`config.mk`:
```
export PLATFORM = sky130hd
export DESIGN_NAME = alu_seq_flat
export DESIGN_NICKNAME = d
export VERILOG_FILES = /design/src/rtl/alu_seq_if.sv /design/src/rtl/alu_seq.sv /design/src/flat_wrapper.sv
export SDC_FILE = /design/constraint.sdc
export NUM_CORES = 1
export LEC_CHECK = 0
export CAP_MARGIN = 25
export CORE_AREA = 2 2 128 130
export DETAILED_ROUTE_END_ITERATION = 6
export DIE_AREA = 0 0 130 132
export DONT_BUFFER_PORTS = 1
export PLACE_DENSITY_LB_ADDON = 0.15
export REMOVE_ABC_BUFFERS = 1
export SLEW_MARGIN = 20
export SYNTH_ARGS = -nofsm -noshare
export SYNTH_HDL_FRONTEND = slang
export SYNTH_SLANG_ARGS = --single-unit
```
`constraint.sdc`:
```
create_clock -name clk -period 11.2 [get_ports clk]
set_input_delay 0 -clock clk [delete_from_list [all_inputs] [get_ports clk]]
set_output_delay 0 -clock clk [all_outputs]
set_load 0.01 [all_outputs]
```
`src/rtl/alu_seq_if.sv`:
```
// alu_seq_if: operand/result handshake bundle for alu_seq
// master drives operands and out_ready; slave (the ALU) drives in_ready and the result.
interface alu_seq_if #(parameter int WIDTH = 16);
  logic             in_valid;
  logic             in_ready;
  logic [WIDTH-1:0] A;
  logic [WIDTH-1:0] B;
  logic             Cin;
  logic [2:0]       Op;
  logic             invA;
  logic             invB;
  logic             sign;
  logic             mul;
  logic             out_valid;
  logic             out_ready;
  logic [WIDTH-1:0] Out;
  logic             OFL;
  logic             Zero;
  modport master (
    output in_valid, A, B, Cin, Op, invA, invB, sign, mul, out_ready,
    input  in_ready, out_valid, Out, OFL, Zero
  );
  modport slave (
    input  in_valid, A, B, Cin, Op, invA, invB, sign, mul, out_ready,
    output in_ready, out_valid, Out, OFL, Zero
  );
endinterface

```
`src/rtl/alu_seq.sv`:
```
// alu_seq: registered ALU with valid/ready handshake and optional iterative shift-add multiplier
// Ports: clk, rst (sync, active-high); bus (alu_seq_if.slave): operands A/B/Cin/Op/invA/invB/sign/mul
// with in_valid/in_ready, result Out/OFL/Zero with out_valid/out_ready.
// Macro ALU_SEQ_MUL_EN adds the MUL state, accumulator and multiply path; undefined, mul is ignored.
module alu_seq #(
  parameter int WIDTH = 16
) (
  input logic      clk,
  input logic      rst,
  alu_seq_if.slave bus
);
  localparam int SHW = $clog2(WIDTH);
  logic [WIDTH-1:0] ain, bin, res, out_q, out_d;
  logic [SHW-1:0]   sh;
  logic [SHW:0]     rsh;
  logic [WIDTH:0]   sum;
  logic             ofl, ofl_q, ofl_d, zero_q, zero_d, ov_q, ov_d, idle, accept, mul_go;
  assign ain = bus.invA ? ~bus.A : bus.A;
  assign bin = bus.invB ? ~bus.B : bus.B;
  assign sh  = bin[SHW-1:0];
  // complementary shift for rotates; equals WIDTH when sh is 0, which shifts everything out
  assign rsh = (SHW+1)'(WIDTH) - {1'b0, sh};
  assign sum = {1'b0, ain} + {1'b0, bin} + {{WIDTH{1'b0}}, bus.Cin};
  always_comb begin
    res = sum[WIDTH-1:0];
    ofl = 1'b0;
    case (bus.Op)
      3'b000: res = (ain << sh) | (ain >> rsh);
      3'b001: res = ain << sh;
      3'b010: res = (ain >> sh) | (ain << rsh);
      3'b011: res = ain >> sh;
      3'b100: ofl = bus.sign ? (ain[WIDTH-1] == bin[WIDTH-1]) && (sum[WIDTH-1] != ain[WIDTH-1]) : sum[WIDTH];
      3'b101: res = ain | bin;
      3'b110: res = ain ^ bin;
      default: res = ain & bin;
    endcase
  end
  assign bus.in_ready = idle && (!ov_q || bus.out_ready) && !rst;
  assign accept = bus.in_valid && bus.in_ready;
`ifdef ALU_SEQ_MUL_EN
  typedef enum logic {IDLE, MUL} state_t;
  localparam logic [2*WIDTH-1:0] LIM = {{WIDTH{1'b0}}, 1'b1, {(WIDTH-1){1'b0}}};
  state_t             state_q, state_d;
  logic [2*WIDTH-1:0] acc_q, acc_d, mc_q, mc_d, acc_nx;
  logic [WIDTH-1:0]   mb_q, mb_d, ma, mbv, prod;
  logic [SHW-1:0]     cnt_q, cnt_d;
  logic               neg_q, neg_d, sgn_q, sgn_d, mofl;
  assign idle   = state_q == IDLE;
  assign mul_go = accept && bus.mul;
  // magnitudes; -2^(WIDTH-1) maps to 2^(WIDTH-1), which still fits unsigned
  assign ma     = bus.sign && ain[WIDTH-1] ? -ain : ain;
  assign mbv    = bus.sign && bin[WIDTH-1] ? -bin : bin;
  assign acc_nx = acc_q + (mb_q[0] ? mc_q : '0);
  assign prod   = neg_q ? -acc_nx[WIDTH-1:0] : acc_nx[WIDTH-1:0];
  // signed fit: magnitude up to 2^(WIDTH-1) when negative, one less when positive
  assign mofl   = sgn_q ? (neg_q ? acc_nx > LIM : acc_nx >= LIM) : |acc_nx[2*WIDTH-1:WIDTH];
`else
  assign idle   = 1'b1;
  assign mul_go = 1'b0;
`endif
  always_comb begin
    out_d  = out_q;
    ofl_d  = ofl_q;
    zero_d = zero_q;
    ov_d   = ov_q && !bus.out_ready;
    if (accept && !mul_go) begin
      out_d  = res;
      ofl_d  = ofl;
      zero_d = res == '0;
      ov_d   = 1'b1;
    end
`ifdef ALU_SEQ_MUL_EN
    state_d = state_q;
    acc_d   = acc_q;
    mc_d    = mc_q;
    mb_d    = mb_q;
    cnt_d   = cnt_q;
    neg_d   = neg_q;
    sgn_d   = sgn_q;
    if (mul_go) begin
      state_d = MUL;
      acc_d   = '0;
      mc_d    = {{WIDTH{1'b0}}, ma};
      mb_d    = mbv;
      cnt_d   = '0;
      neg_d   = bus.sign && (ain[WIDTH-1] ^ bin[WIDTH-1]);
      sgn_d   = bus.sign;
      ov_d    = 1'b0;
    end
    if (state_q == MUL) begin
      acc_d = acc_nx;
      mc_d  = mc_q << 1;
      mb_d  = mb_q >> 1;
      cnt_d = cnt_q + 1'b1;
      // WIDTH is a power of two, so the last step is the all-ones count
      if (&cnt_q) begin
        state_d = IDLE;
        out_d   = prod;
        ofl_d   = mofl;
        zero_d  = prod == '0;
        ov_d    = 1'b1;
      end
    end
`endif
  end
  always_ff @(posedge clk) begin
    if (rst) begin
      out_q  <= '0;
      ofl_q  <= 1'b0;
      zero_q <= 1'b0;
      ov_q   <= 1'b0;
    end else begin
      out_q  <= out_d;
      ofl_q  <= ofl_d;
      zero_q <= zero_d;
      ov_q   <= ov_d;
    end
  end
`ifdef ALU_SEQ_MUL_EN
  always_ff @(posedge clk) begin
    if (rst) begin
      state_q <= IDLE;
      acc_q   <= '0;
      mc_q    <= '0;
      mb_q    <= '0;
      cnt_q   <= '0;
      neg_q   <= 1'b0;
      sgn_q   <= 1'b0;
    end else begin
      state_q <= state_d;
      acc_q   <= acc_d;
      mc_q    <= mc_d;
      mb_q    <= mb_d;
      cnt_q   <= cnt_d;
      neg_q   <= neg_d;
      sgn_q   <= sgn_d;
    end
  end
`endif
  assign bus.Out       = out_q;
  assign bus.OFL       = ofl_q;
  assign bus.Zero      = zero_q;
  assign bus.out_valid = ov_q;
endmodule
```
`src/flat_wrapper.sv`:
```
// flat-port wrapper written by rule: the top's interface ports become plain ports
module alu_seq_flat 
#(
  parameter int WIDTH = 16
)
  (clk, rst, bus_in_valid, bus_A, bus_B, bus_Cin, bus_Op, bus_invA, bus_invB, bus_sign, bus_mul, bus_out_ready, bus_in_ready, bus_out_valid, bus_Out, bus_OFL, bus_Zero);
  alu_seq_if #(.WIDTH(WIDTH)) bus_i ();
  input logic clk;
  input logic rst;
  input wire logic [$bits(bus_i.in_valid)-1:0] bus_in_valid;
  input wire logic [$bits(bus_i.A)-1:0] bus_A;
  input wire logic [$bits(bus_i.B)-1:0] bus_B;
  input wire logic [$bits(bus_i.Cin)-1:0] bus_Cin;
  input wire logic [$bits(bus_i.Op)-1:0] bus_Op;
  input wire logic [$bits(bus_i.invA)-1:0] bus_invA;
  input wire logic [$bits(bus_i.invB)-1:0] bus_invB;
  input wire logic [$bits(bus_i.sign)-1:0] bus_sign;
  input wire logic [$bits(bus_i.mul)-1:0] bus_mul;
  input wire logic [$bits(bus_i.out_ready)-1:0] bus_out_ready;
  output wire logic [$bits(bus_i.in_ready)-1:0] bus_in_ready;
  output wire logic [$bits(bus_i.out_valid)-1:0] bus_out_valid;
  output wire logic [$bits(bus_i.Out)-1:0] bus_Out;
  output wire logic [$bits(bus_i.OFL)-1:0] bus_OFL;
  output wire logic [$bits(bus_i.Zero)-1:0] bus_Zero;
  assign bus_i.in_valid = bus_in_valid;
  assign bus_i.A = bus_A;
  assign bus_i.B = bus_B;
  assign bus_i.Cin = bus_Cin;
  assign bus_i.Op = bus_Op;
  assign bus_i.invA = bus_invA;
  assign bus_i.invB = bus_invB;
  assign bus_i.sign = bus_sign;
  assign bus_i.mul = bus_mul;
  assign bus_i.out_ready = bus_out_ready;
  assign bus_in_ready = bus_i.in_ready;
  assign bus_out_valid = bus_i.out_valid;
  assign bus_Out = bus_i.Out;
  assign bus_OFL = bus_i.OFL;
  assign bus_Zero = bus_i.Zero;
  alu_seq #(.WIDTH(WIDTH)) u_core (.clk(clk), .rst(rst), .bus(bus_i));
endmodule
```
After elaboration in Yosys (flattened, before gate mapping)
Cells that the tools add are included.
Operators by class
  $add $sub $neg: 3
  multiply operators: 0
  divide/modulo/power cells: 0
  magnitude comparators: 0
  equal/unequal tests: 8
  shift-type cells: 4
  mux-type cells: 6
  bitwise operators: 7
  reductions and logical operators: 10
Operator list (count)
  16-bit one-hot mux with 7 select lines: 1
  16-bit bitwise OR: 3
  16-bit two-way mux: 2
  16-bit NOT: 2
  16-bit by 16-bit adder with 17-bit output: 1
  17-bit by 1-bit adder with 17-bit output: 1
  16-bit AND: 1
  16-bit zero test: 1
  16-bit by 4-bit left shift with 16-bit output: 1
  16-bit by 5-bit left shift with 16-bit output: 1
  16-bit by 4-bit right shift with 16-bit output: 1
  16-bit by 5-bit right shift with 16-bit output: 1
  16-bit XOR: 1
  3-bit equality test, second input constant: 3
  3-bit by 2-bit equality test with 1-bit output, second input constant: 2
  5-bit by 4-bit subtractor with 5-bit output, first input constant: 1
  1-bit logical AND: 4
  3-bit by 1-bit equality test with 1-bit output, second input constant: 1
  1-bit zero test: 3
  3-bit zero test: 1
  1-bit two-way mux: 3
  1-bit equality test: 1
  1-bit logical OR: 1
  1-bit != test: 1
Storage, ports and cells
  bits in registers: 19
  latch bits: 0
  RAM bits: 0
  ROM bits: 0
  bits of input ports: 44
  output and inout bits: 20
  word-level logic and storage cells: 42
  memories kept: 0

Depth between registers and ports, before layout
Gate-level depths: netlist (run 1).
  depth after elaboration: 8
  gate-level depth with buffers: 16
  depth with buffers taken out: 13

Worst setup path after synthesis (run 1)
No wires, ideal clock.
  path type: in2reg
  start: input port bus_invB
  end: register u_core.zero_q, in the netlist u_core.bus.Zero
  library setup time: 0.096 ns
  arrival: 3.611 ns
  data required time: 11.104 ns
  slack: 7.493 ns
  stages: 16
  path buffers: 3
  cell sequence: buf_2 clkbuf_1 buf_1 xnor2_1 inv_1 ha_1 a21oi_1 o21ai_0 or3_1 o22ai_1 xor2_1 nor2_1 o32ai_1 o21ai_0 or4_1 o41ai_2
Between the ends
  longest elaborated chain between the ends: 6
  elaborated cells between the ends (all ways): 15
  classes of those cells: add/sub (3); shift (4); mux (2); bitwise (5); reduce/logical (1)
RTL lines
  from (decl): RTL line flat_wrapper.sv:16  | input wire logic [$bits(bus_i.invB)-1:0] bus_invB;
  16-bit two-way mux *: RTL line alu_seq.sv:19  | assign bin = bus.invB ? ~bus.B : bus.B;
  branches (longest 3 deep; another with 16-bit by 16-bit adder with 17-bit output)
  16-bit one-hot mux with 7 select lines *: RTL line alu_seq.sv:27  | case (bus.Op)
  16-bit zero test *: RTL line alu_seq.sv:69  | zero_d = res == '0;
  to (signal assigned): RTL line alu_seq.sv:115  | zero_q <= zero_d;
  to (decl): RTL line alu_seq.sv:17  | logic ofl, ofl_q, ofl_d, zero_q, zero_d, ov_q, ov_d, idle, accept, mul_go;
Every way passes the cells marked *.
A chain may end at the register's enable or synchronous reset.

Final worst setup path (run 1)
Same ends and word-level chain as after synthesis.

==> results.toml, run 1 <==
[placement]
portBuffers = 0
placed_area_um2 = 5630
dp_cells = 1000
dp_hpwl_um = 19500
gp_congestion = 0.996

[layout]
drive_above_1_share_pct = 7.20
syn_to_final_growth_pct = 5.20
nNetsFinal = 872
regArea_um2 = 380
fillers = 1742
diodes = 0
final_cell_area_um2 = 5750
fin_cells = 1008
multiInputGateArea_um2 = 4760
fin_util_pct = 36.6

[clock_network]
clkTransAtPathRegs_ns = 0.05
cts_buffer_depth = 2
cts_tree = "done"
root_buffer = "clkbuf_16"
cts_resized = 0
cts_buffers = 3
clkSinkCount = 19
cts.htree.levels = 1
clk_latency_ns = 0.25

[grt]
grt_max_degree = 41
grt_pass1_wl_um = 38000
grt_pass1_vias = 6006
grtUsageTotal_pct = 28.7
antenna_found_initial = 0
grt_overflow = 0

[run]
drv_cap = 0

[setup_path]
worstPathRequired_ns = 11.35
cp_max_fo = 40
crit_path_start_kind = "input pin"
critical_path_arrival_ns = 3.90
critPathCaptureType = "flip-flop"
crit_type = "in -> reg"

[floorplan]
die_area_um2 = 17200
core-area_um2 = 15700
ioPinCount = 64
start_util_pct = 34.8
dieHeight_um = 132
fp-row-count = 46
die_w_um = 130

[route]
routed_via_density = 6.47
routedWlPerCell_um = 25.0
ant_nets = 0
dr_total_vias = 6519
drc = 0
dr.pass1.iters = 6
drt_iter0_drc = 722
drt-total-wl_um = 25200

[synth]
syn_area_per_cell_um2 = 6.61
synth-edff-count = 0
yosys_register_bits = 19
syn-instance-count = 827
yosysTopAreaCell = "ha_1"
synth_ff_type = "dfxtp_1"
synth.top_cell.area_share_pct = 7.55
netlist_area_um2 = 5470
async_flop_share_pct = 0
synthTopCellsByArea = "ha_1, dfxtp_1, a21oi_1"
yosysSeqAreaShare_pct = 6.96
ys_types = 75
ys_warn_count = 0

[sta]
slew_headroom_pct = 31.7
worst_pin_slew_ns = 1.02
fin_worst_skew_ns = 0.00289
fin_setup_tns_ns = 0
fin_crit_sh_pct = 33.5
drv_slew = 0
min_period_ns = 3.75
fmax_ghz = 0.267
setup_viol = 0
hold_viol_final = 0
rsz0062_at_grt = "no"

[worst_hold_path]
hp-class = "in -> reg"

[power_and_ir_drop]
cellLeakagePower_uw = 0.00224
peakVddDrop_mv = 0.0833
report.power.total_uw = 542
power_density_nw_per_um2 = 94.3

[status]
status = "finished clean"
-- metal layers --
layer | GRT usage (%) | up-vias | wire [µm] | share of wire [%]
li1 | - | 2990 | - | -
met1 | 39.9 | 3128 | 11000 | 44
met2 | 46.6 | 342 | 11400 | 45
met3 | 3.73 | 59 | 2080 | 8.2
met4 | 7.59 | 0 | 780 | 3.1
met5 | 0 | - | 0 | 0
-- cells by family (layout without fill, tap and decap cells) --
| family | after synthesis | after routing | share of synthesized area [%] |
|---|---|---|---|
| AOI/OAI and AO/OA | 299 | 299 | 35.7 |
| buffers and inverters | 92 | 57 | 6.57 |
| adders and majority gates | 35 | 35 | 8.29 |
| and+or+nand+nor | 313 | 313 | 28.2 |
| xor gates and xnor gates | 40 | 40 | 6.55 |
| muxes | 29 | 29 | 7.76 |
| DFF | 19 | 19 | 6.96 |
-- path summary, 6_finish.rpt --
path                         from  slack, ns  cells after the start            endpoint
max reg2reg  u_core.bus.out_valid       8.81                      5      u_core.bus.OFL
min reg2reg        u_core.bus.OFL       0.51                      2      u_core.bus.OFL
min                           rst      0.006                      2  u_core.bus.Out[11]
max                      bus_invB       7.45                     14     u_core.bus.Zero
-- area by class of cell --
class                   count  area share [%]
clock inverters             1           0.131
clock buffers               3            1.31
multi-input cells         716            82.7
repair buffers             14            1.98
inverters                  39            2.55
well taps                 216            4.70
flip-flops and latches     19            6.61
-- cells in the mapped netlist (8+ instances only) --
library cell	instances
a211oi_1	16
a21o_1	9
a21oi_1	74
a22oi_1	9
a31oi_1	12
buf_2	11
clkbuf_1	35
dfxtp_1	19
ha_1	33
inv_1	37
mux2i_1	12
mux4_2	10
nand2_1	90
nand2b_1	24
nand3_1	23
nand3b_1	14
nor2_1	69
nor2b_1	23
nor3_1	25
o211ai_1	8
o21a_1	10
o21ai_0	64
o22ai_1	22
or2_2	13
xnor2_1	17
xor2_1	22
-- critical path: stages --
cell	delay (ns)
xor2_2	0.15
buf_4	0.21
fa_1	0.45
fa_1	0.51
a211oi_1	0.40
o21ai_0	0.19
a31oi_1	0.43
o21bai_1	0.17
a21bo_2	0.24
xor2_1	0.15
nand2_1	0.07
a31oi_1	0.12
or4_1	0.52
o41ai_2	0.28
-- metrics by stage --
| step | hold slack (ns) | worst slack, ns |
|---|---|---|
| after floorplan | 0.0622 | 7.23 |
| after global placement | 0.0733 | 7.08 |
| after detailed placement | 0.0754 | 7.09 |
| after CTS | 0.00348 | 7.33 |
| after global routing | 0.00827 | 7.22 |
| final | 0.00572 | 7.45 |
-- layout by cell type, fill, tap and decap left out, types with 13 or more instances in the layout --
master / netlist / final
nand3_1: 23 / 23
o22ai_1: 22 / 22
nand3b_1: 14 / 14
a21oi_1: 74 / 74
inv_1: 37 / 37
o21ai_0: 64 / 64
nand2_1: 90 / 90
nor2_1: 69 / 69
xor2_1: 22 / 20
xnor2_1: 17 / 15
nand2b_1: 24 / 24
a211oi_1: 16 / 16
or2_2: 13 / 13
dfxtp_1: 19 / 19
nor2b_1: 23 / 23
ha_1: 33 / 33
nor3_1: 25 / 25
-- timing repair --
action	in CTS	in global routing
hold buffers	3	0
setup buffers	0	0
hold endpoints to repair	16	0
-- report_power, final --
| group | total (µW) | switching, µW | internal (µW) | leakage (µW) |
|---|---|---|---|---|
| registers | 82.4 | 7.67 | 74.7 | 0.000156 |
| clock network | 72.8 | 24.6 | 48.2 | 0.0000371 |
| logic | 387 | 249 | 138 | 0.00204 |
| total | 542 | 281 | 261 | 0.00224 |
-- registers in the layout, summed over array words and instances, names as in the netlist --
signal                cells
u_core.bus.out_valid      1
u_core.bus.Zero           1
u_core.bus.Out           16
u_core.bus.OFL            1
(Power assumes the default switching activity.)
==> run 2, diff against run 1 <==
- clock period: 11.2 -> 3.5 ns (I/O delays scaled with it)
==> run 2 against run 1 <==
Routed wire length increased by 6.1%. Final area increased by 7.1%. Power increased to 3.4 times the previous value. Sequential share of layout area decreased by 0.44 points. Largest cell class unchanged.
==> results.toml, run 2 (synthesis gave the netlist of run 1 again) <==
[clock_network]
cts.htree.levels = 1
clk_latency_ns = 0.25
root_buffer = "clkbuf_16"
cts_setup_buffers = 0
cts_tree = "done"
cts_buffer_depth = 2
clkSinkCount = 19
clkTransAtPathRegs_ns = 0.05
cts_buffers = 3

[setup_path]
worstPathRequired_ns = 3.66
cp_max_fo = 38
crit_type = "in -> reg"
critPathSlowestCell = "a2111oi_1"
crit_chain = "nor2b_1, or2_2, ha_1, a21oi_1, o21ai_0, or3_1, o22ai_1, o21ai_0, a21oi_1, xnor2_1, a2111oi_1, buf_4, o2111ai_1, o41ai_2"
max_stage_delay_ns = 0.59
crit_path_start_kind = "input pin"
critical_path_arrival_ns = 3.52
rr_worst_depth = 6
critPathCaptureType = "flip-flop"

[placement]
dp_cells = 1054
gp_congestion = 0.971
placed_area_um2 = 6050
portBuffers = 0
dp_slack_ns = -0.128
dp_hpwl_um = 21000

[floorplan]
start_util_pct = 34.8
die_w_um = 130
fp-row-count = 46
dieHeight_um = 132
core-area_um2 = 15700
ioPinCount = 64
die_area_um2 = 17200

[sta]
setup_viol = 0
fin_crit_sh_pct = 96.0
final.setup.worst_slack_ns = 0.141
fmax_ghz = 0.298
fin_worst_skew_ns = 0.000660
worst_pin_slew_ns = 1.05
drv_slew = 0
hold_viol_final = 0
slew_headroom_pct = 29.4
rsz0062_at_grt = "no"
min_period_ns = 3.36

[grt]
grtUsageTotal_pct = 30.7
antenna_found_initial = 0
grt_overflow = 0
grt_pass1_vias = 6352
grt_pass1_wl_um = 40000
grt_max_degree = 41

[power_and_ir_drop]
p_sw_share_pct = 50.2
comb_power_share_pct = 73.2
cellLeakagePower_uw = 0.00249
clkPwrFrac_pct = 12.6
power_switching_uw = 935
sequentialPowerShare_pct = 14.2
report.power.total_uw = 1860
power_density_nw_per_um2 = 302
power.internal_uw = 927
peakVddDrop_mv = 0.258

[layout]
largest_reg_flops = 16
fillers = 1726
final_common_cell = "nand2_1"
final_cell_area_um2 = 6160
fin_util_pct = 39.2
final_cell_mix = "nand2_1, a21oi_1, nor2_1"
nNetsFinal = 925
syn_to_final_growth_pct = 12.7
drive_above_1_share_pct = 13.3
diodes = 0
fin_cells = 1061

[route]
routedWlPerCell_um = 25.2
drt-total-wl_um = 26700
drt_iter0_drc = 761
routed_via_density = 6.34
dr.pass1.iters = 5
ant_nets = 0
drc = 0
dr_total_vias = 6723

[status]
status = "finished clean"

[worst_hold_path]
hp-class = "in -> reg"
min_path_cells = 3

[run]
drv_cap = 0
[run 2: changes by cell type in the layout (fill, tap and decap cells not counted), sizes merged]
cell,delta
buf,+54
clkinv,+1
clkinvlp,-1
dlymetal6s2s,-1
[run 2: power groups by stage]
stage	Combinational (µW)	Sequential (µW)	Clock [µW]
floorplan	818	264	0
global placement	1320	268	0
detailed placement	1310	269	0
CTS	1320	264	240
global route	1450	268	249
finish	1360	264	235
[run 2: layout make-up]
| cell class | instances | area, µm² | area share, % |
|---|---|---|---|
| well taps | 216 | 270 | 4.39 |
| clock inverters | 1 | 5.00 | 0.0813 |
| multi-input cells | 716 | 4760 | 77.3 |
| repair buffers | 67 | 523 | 8.49 |
| inverters | 39 | 146 | 2.38 |
| flip-flops and latches | 19 | 380 | 6.18 |
| clock buffers | 3 | 75.1 | 1.22 |
[run 2: per-stage QoR]
| stage | TNS [ns] | hold WS (ns) |
|---|---|---|
| global route | 0 | 0.0314 |
| global placement | -0.140 | 0.0745 |
| finish | 0 | 0.0109 |
| detailed placement | -0.128 | 0.0752 |
| CTS | 0 | 0.0130 |
| floorplan | -0.995 | 0.0622 |
[run 2: path summary, 6_finish.rpt]
check	start	endpoint	slack (ns)
setup / recovery	bus_invA	u_core.bus.Zero	0.14
hold / removal	rst	u_core.bus.Out[5]	0.01
setup reg to reg	u_core.bus.out_valid	u_core.bus.Zero	1.54
hold reg to reg	u_core.bus.OFL	u_core.bus.OFL	0.51
[run 2: routing by layer]
metal	share of wire, %	up-vias	global-route usage, %
met5	0	-	0
met4	3.2	0	9.38
met3	8.0	54	4.18
li1	-	3096	-
met1	42	3208	40.9
met2	46	365	50.9
[run 2: what timing repair did]
item,CTS,global route
endpoints found under the setup margin,0,1
hold buffers,3,0
gates resized for setup,0,1
hold endpoints to repair,18,0
[run 2: worst max-delay path, delay by kind of cell]
kind / cells / cell delay, ns
compound gates: 8 / 1.91
xor+xnor: 1 / 0.13
fa+ha+maj: 1 / 0.40
buf+inv: 1 / 0.22
simple gates: 3 / 0.86
